--- src/rtl/fetch_stage.sv ---
`default_nettype none
// ============================================================================
// Module      : fetch_stage
// Description : Instruction-fetch stage: PC register, instruction-memory
//               request handshake, and fetch->decode pipeline register.
// Revision    : 1.0 - initial release
// ============================================================================
module fetch_stage #(
    parameter int                ADDR_W   = 64,
    parameter int                INSTR_W  = 32,
    parameter logic [ADDR_W-1:0] RESET_PC = '0
) (
    input  logic               i_clk,
    input  logic               i_rst,
    input  logic               i_stall_fetch,
    input  logic               i_stall_dec,
    input  logic               i_flush_dec,
    input  logic               i_pc_src_exec,
    input  logic [ADDR_W-1:0]  i_pc_target_exec,
    input  logic               i_stall_d,
    output logic               o_imem_req,
    output logic [ADDR_W-1:0]  o_imem_addr,
    input  logic               i_imem_ack,
    input  logic [INSTR_W-1:0] i_imem_data,
    output logic               o_stall_i,
    output logic [INSTR_W-1:0] o_instr_dec,
    output logic [ADDR_W-1:0]  o_pc_dec,
    output logic [ADDR_W-1:0]  o_pc_plus4_dec,
    output logic               o_valid_dec
);

    localparam logic [INSTR_W-1:0] c_nop  = INSTR_W'(32'h0000_0013);
    localparam logic [ADDR_W-1:0]  c_four = ADDR_W'(4);

    typedef enum logic [0:0] {
        ST_FETCH = 1'b0,
        ST_HOLD  = 1'b1
    } state_t;

    state_t              r_state;
    logic [ADDR_W-1:0]   r_pc;
    logic                r_pend_v;
    logic [ADDR_W-1:0]   r_pend_pc;
    logic [INSTR_W-1:0]  r_buf_instr;

    logic                w_redir;
    logic                w_redir_any;
    logic [ADDR_W-1:0]   w_target;
    logic [ADDR_W-1:0]   w_pc_plus4;
    logic                w_deliver;
    logic [INSTR_W-1:0]  w_deliver_instr;

    // Execute is not frozen by o_stall_i, so a redirect is visible for one
    // cycle only; a younger redirect overrides any pending one.
    assign w_redir     = i_pc_src_exec & ~i_stall_d;
    assign w_redir_any = w_redir | r_pend_v;
    assign w_target    = w_redir ? i_pc_target_exec : r_pend_pc;
    assign w_pc_plus4  = r_pc + c_four;

    assign o_imem_req  = (r_state == ST_FETCH) & ~i_rst;
    assign o_imem_addr = r_pc;
    assign o_stall_i   = o_imem_req & ~i_imem_ack;

    always_comb begin
        w_deliver       = 1'b0;
        w_deliver_instr = i_imem_data;
        if (r_state == ST_FETCH) begin
            w_deliver = i_imem_ack & ~w_redir_any & ~i_stall_fetch;
        end else begin
            w_deliver       = ~w_redir & ~i_stall_fetch;
            w_deliver_instr = r_buf_instr;
        end
    end

    always_ff @(posedge i_clk) begin
        if (i_rst) begin
            r_state        <= ST_FETCH;
            r_pc           <= RESET_PC;
            r_pend_v       <= 1'b0;
            r_pend_pc      <= '0;
            r_buf_instr    <= c_nop;
            o_instr_dec    <= c_nop;
            o_pc_dec       <= '0;
            o_pc_plus4_dec <= '0;
            o_valid_dec    <= 1'b0;
        end else begin
            case (r_state)
                ST_FETCH: begin
                    if (i_imem_ack) begin
                        if (w_redir_any) begin
                            r_pc     <= w_target;
                            r_pend_v <= 1'b0;
                        end else if (i_stall_fetch) begin
                            r_buf_instr <= i_imem_data;
                            r_state     <= ST_HOLD;
                        end else begin
                            r_pc <= w_pc_plus4;
                        end
                    end else if (w_redir) begin
                        // Outstanding request is never aborted; remember the target.
                        r_pend_v  <= 1'b1;
                        r_pend_pc <= i_pc_target_exec;
                    end
                end
                ST_HOLD: begin
                    if (w_redir) begin
                        r_pc    <= i_pc_target_exec;
                        r_state <= ST_FETCH;
                    end else if (!i_stall_fetch) begin
                        r_pc    <= w_pc_plus4;
                        r_state <= ST_FETCH;
                    end
                end
                default: r_state <= ST_FETCH;
            endcase

            if (i_flush_dec || w_redir_any) begin
                o_instr_dec    <= c_nop;
                o_pc_dec       <= '0;
                o_pc_plus4_dec <= '0;
                o_valid_dec    <= 1'b0;
            end else if (i_stall_dec) begin
                o_instr_dec    <= o_instr_dec;
                o_pc_dec       <= o_pc_dec;
                o_pc_plus4_dec <= o_pc_plus4_dec;
                o_valid_dec    <= o_valid_dec;
            end else if (w_deliver) begin
                o_instr_dec    <= w_deliver_instr;
                o_pc_dec       <= r_pc;
                o_pc_plus4_dec <= w_pc_plus4;
                o_valid_dec    <= 1'b1;
            end else begin
                o_instr_dec    <= c_nop;
                o_pc_dec       <= '0;
                o_pc_plus4_dec <= '0;
                o_valid_dec    <= 1'b0;
            end
        end
    end

endmodule
`default_nettype wire

--- config.mk ---
export PLATFORM = sky130hd
export DESIGN_NAME = fetch_stage
export DESIGN_NICKNAME = d
export VERILOG_FILES = /design/src/rtl/fetch_stage.sv
export SDC_FILE = /design/constraint.sdc
export NUM_CORES = 1
export LEC_CHECK = 0
export CORE_MARGIN = 2
export CORE_UTILIZATION = 50
export DETAILED_ROUTE_END_ITERATION = 8
export MAX_ROUTING_LAYER = met4
export PLACE_DENSITY = 0.87
export SYNTH_ARGS = -nofsm -noshare
export SYNTH_HDL_FRONTEND = slang
export SYNTH_SLANG_ARGS = --single-unit
--- constraint.sdc ---
create_clock -name i_clk -period 2.6 [get_ports i_clk]
set_input_delay 0.52 -clock i_clk [delete_from_list [all_inputs] [get_ports i_clk]]
set_output_delay 0.52 -clock i_clk [all_outputs]
set_load 0.03 [all_outputs]
# Yosys cells after proc, flatten, opt, wreduce, memory -nomap -nowiden

Index checks and enable logic that the tools add are counted.

Bits in registers: 323
Latch bits: 0
Bits in writable memories: 0
ROM bits: 0
Word-level logic and storage cells: 52
Memories kept: 0

$add $sub $neg: 1
$mul: 0
Divide/modulo/power cells: 0
Magnitude comparators: 0
Equal/unequal tests: 2
Shift operators: 0
Multiplexer cells: 20
Bitwise logic cells: 14
Reduce and logical (&&, ||, !) cells: 6

Operators by type and width:

| cell                    | number |
|---|---|
| $mux W64                | 7 |
| $pmux W64 S2            | 1 |
| $add A64 B3 Y64 const B | 1 |
| $mux W32                | 2 |
| $mux W1                 | 9 |
| $not A1 Y1              | 7 |
| $and A1 B1 Y1           | 6 |
| $reduce_and A4 Y1       | 1 |
| $reduce_and A3 Y1       | 1 |
| $ne A2 B1 Y1 const B    | 1 |
| $ne A2 B2 Y1 const B    | 1 |
| $pmux W1 S2             | 1 |
| $reduce_and A2 Y1       | 1 |
| $reduce_bool A2 Y1      | 1 |
| $reduce_or A2 Y1        | 1 |
| $logic_or A1 B1 Y1      | 1 |
| $or A1 B1 Y1            | 1 |

# Longest topological paths before layout

Word-level depth: 8
Mapped depth: 9
Gate-level depth less buffers: 7

# Worst setup path after synthesis

Ideal clock, no wire load.

Kind: input-to-output
Start: input port i_imem_ack
End: output port o_stall_i
Arrival: 1858 ps
Data required time: 2080 ps
Setup slack: 222 ps
Cell stages on the path: 6
Path buffers: 4
Path through: clkbuf_1 -> or2_2 -> clkbuf_1 -> clkbuf_1 -> clkbuf_1 -> nor2_1

Cells in the longest elaborated chain, start to end: 2

Ends and longest elaborated chain:

| element                     | line | source |
|---|---|---|
| start, declared             | 23   | `input logic i_imem_ack,` |
| $not A1 Y1 (no source line) | --   |  |
| $and A1 B1 Y1               | 62   | `assign o_stall_i = o_imem_req & ~i_imem_ack;` |
| end, declared               | 25   | `output logic o_stall_i,` |

Every way passes these cells.

# Worst setup path in the final report

Start: register r_pc[38], in the netlist o_imem_addr[38]
End: output port o_imem_addr[38]

RTL lines:

| element                | line | source |
|---|---|---|
| start, declared        | 41   | `logic [ADDR_W-1:0] r_pc;` |
| start signal, assigned | 91   | `r_pc <= w_target;` |
| start signal, assigned | 97   | `r_pc <= w_pc_plus4;` |
| start signal, assigned | 107  | `r_pc <= i_pc_target_exec;` |
| end, declared          | 22   | `output logic [ADDR_W-1:0] o_imem_addr,` |

No word-level cell between the ends.

==> results.cfg <==
[critical_path]
startpoint_type = flip-flop
crit_chain = buf_4, clkdlybuf4s50_1
cp_top_family = buffers and inverters
slowest_delay_ns = 0.70
worst-r2r-setup-slack_ns = 0.11
worstPathMaxFanout = 7
r2r-end = o_imem_addr[54]
worst_path_max_delay_cell = clkdlybuf4s50_1
r2r_cells = 7
r2r_start = o_imem_addr[12]
cp-end-kind = output port
worst-path-buf-inv = 2
arrival_ns = 2.04
crit_type = reg2out
required_ns = 2.08

[floorplan]
io-pin-count = 331
rows = 63
die_h_um = 177.8
coreArea_mm2 = 0.02972
start_util = 0.5082
die_area_mm2 = 0.03161
die_w_um = 177.8

[yosys]
yosys_warnings = 0
synth_xor_area_frac = 0.04002
synth_edf_count = 0
synth_flop_cell = dfxtp_1
synth_compound_area_frac = 0.2081
yosys.area_share.simple = 0.2409
synthCells = 1968
synth-seq-cells = 321
synth_mux_area_frac = 0.02809
synth_area_mm2 = 0.01510
synth_top_family_by_area = simple AND/OR/NAND/NOR gates
synthArstFlopShare = 0
synth_top_area_share = 0.4255
synth_common_cells = 332 x nand2_1, 321 x dfxtp_1, 236 x a21oi_1
yosysMostFrequentCell = nand2_1
syn_nets = 2073
yosys.area.top_type = dfxtp_1
avgSynthCellArea_um2 = 7.674
synth.area.top_cells = dfxtp_1 43%, nand2_1 8.3%, a21oi_1 7.8%
synth_cell_types = 70
seq_area_frac_synth = 0.4255
synthAdderAreaFrac = 0.0008285

[clocking]
cts_root_buf = clkbuf_16
hold_buffers = 0
cts_buffers = 35
clock_latency_ns = 0.53
cts_tree = built
ctsHtreeMaxLevel = 2
clkTransAtPathRegs_ns = 0.06
clkSinkCount = 321
clockBufferDepth = 3

[run]
max_cap_viol_count = 0

[timing]
min_period_over_period = 0.9846
setup_tns_ns = 0
slew_headroom = 0.2113
drv_slew = 0
tightest_slew_ns = 1.182
setup_viol = 0
finalHoldViolCount = 0
fin_skew_ns = 0.01638
min_period_ns = 2.560
rsz0062_at_grt = false
max_freq_mhz = 390.6

[final_layout]
layout-drive-gt1-share = 0.1242
final_cell_count_no_fill = 2759
final_nets = 2447
synthToLayoutAreaGrowth_pct = 39.56

[detailed_routing]
vias = 16871
totalWireLength_um = 62540
first_iter_violations = 1778
wl_per_cell_um = 22.67
antenna_left = 0
drc_errors = 0
vias_per_cell = 6.115
firstDrtPassIters = 6

[min_path]
hp-class = reg2reg
hold_end = r_pend_pc[54]
hold_path_depth = 2
worstHoldStart = r_pend_pc[54]

[power]
p_per_area_mw_per_mm2 = 601.9
ir_drop_mv = 0.4478
p_leak_uw = 0.007387

[global_routing]
grt_pass1_wl_um = 93390
grt_pass1_vias = 15759
grt_max_degree = 111
grt_usage = 0.3937
grt_overflow = 0
antenna_found_initial = 1

[outcome]
status = finished clean

[placed_design]
port_buffers = 330
dpl.hpwl_um = 44700
globalplace.congestion = 1.017
dp_cells = 2695
## final cells by class
class                      instances  area (µm²)
antenna                            1       2.502
clock buffer                      51        1026
clock inverter                    12       209.0
fill                            2264        8641
inverter                          23       86.33
multi-input combinational       1437        7873
sequential                       321        6430
tap                              390       488.0
timing repair buffer             524        4962
## flip-flops by register name, indices dropped and copies added (netlist names)
signal / cells
r_pend_v: 1
r_buf_instr: 32
r_state: 1
o_instr_dec: 32
o_pc_dec: 64
o_valid_dec: 1
o_pc_plus4_dec: 62
o_imem_addr: 64
r_pend_pc: 64
## routing by layer
layer / wire length (µm) / share of wire / GRT usage
met2: 27820 / 0.44 / 0.5935
met5: 0 / 0 / -
met4: 1836 / 0.029 / 0.1120
met3: 7117 / 0.11 / 0.08312
met1: 25760 / 0.41 / 0.5324
## worst register-to-register path: stages (launching register included)
cell      delay, ns
dfxtp_1        0.51
and4_1         0.34
and4_2         0.38
buf_4          0.21
nand2_1        0.12
nand4b_1       0.35
o311a_1        0.36
a21oi_1        0.15
## stage by stage
step	utilization	power, µW	hold slack (ns)	worst slack, ns	cell area [µm²]
floorplan	-	6353	0.4319	0.2217	15100
global placement	0.6673	7367	0.4394	-0.06542	19830
detailed placement	0.6673	7396	0.4437	-0.1548	19830
CTS	0.7089	12640	0.4526	0.08036	21070
global route	0.7092	13000	0.4703	0.01702	21080
finish	0.7092	12690	0.4507	0.03996	21080
## how the worst max path moves through the flow
| stage | from | to | slack [ns] | cells after the start |
|---|---|---|---|---|
| after global placement | i_stall_d | o_pc_plus4_dec[52] | -0.07 | 8 |
| final | o_imem_addr[38] | o_imem_addr[38] | 0.04 | 2 |
| after detailed placement | i_stall_d | o_pc_plus4_dec[49] | -0.15 | 8 |
| after global routing | o_imem_addr[38] | o_imem_addr[38] | 0.02 | 2 |
| after floorplan | i_imem_ack | o_stall_i | 0.22 | 6 |
| after CTS | o_imem_addr[38] | o_imem_addr[38] | 0.08 | 2 |
## where the power goes
group,internal [µW],switching (µW),total [µW]
combinational,839,1300,2140
sequential,5080,146,5220
clock,3180,2140,5320
total,9090,3590,12700
## cell families (layout without fill, tap and decap cells)
logic type | count (synthesis) | after routing
fa+ha+maj | 1 | 1
mux | 42 | 42
flops | 321 | 321
other cells | 0 | 1
xor+xnor | 69 | 69
simple gates | 795 | 795
buf+inv | 210 | 610
compound gates | 530 | 530
## placed cells by master (no fill, tap or decap), drive strengths merged, types with 39 or more instances in the layout
master,synthesis,routed
nor2,226,226
xnor2,53,53
nor3,53,53
nand2,332,332
mux2i,39,39
dfxtp,321,321
clkdlybuf4s50,0,326
a21oi,236,236
buf,48,198
clkbuf,139,51
o21ai,125,125
a22oi,85,85
nand3,52,52
## what timing repair did
| action | 4_1_cts | 5_1_grt |
|---|---|---|
| resized for setup | 0 | 2 |
| setup endpoints to repair | 0 | 3 |
| buffers inserted | 0 | 0 |
Note: power is estimated with default switching activity, not from simulation.
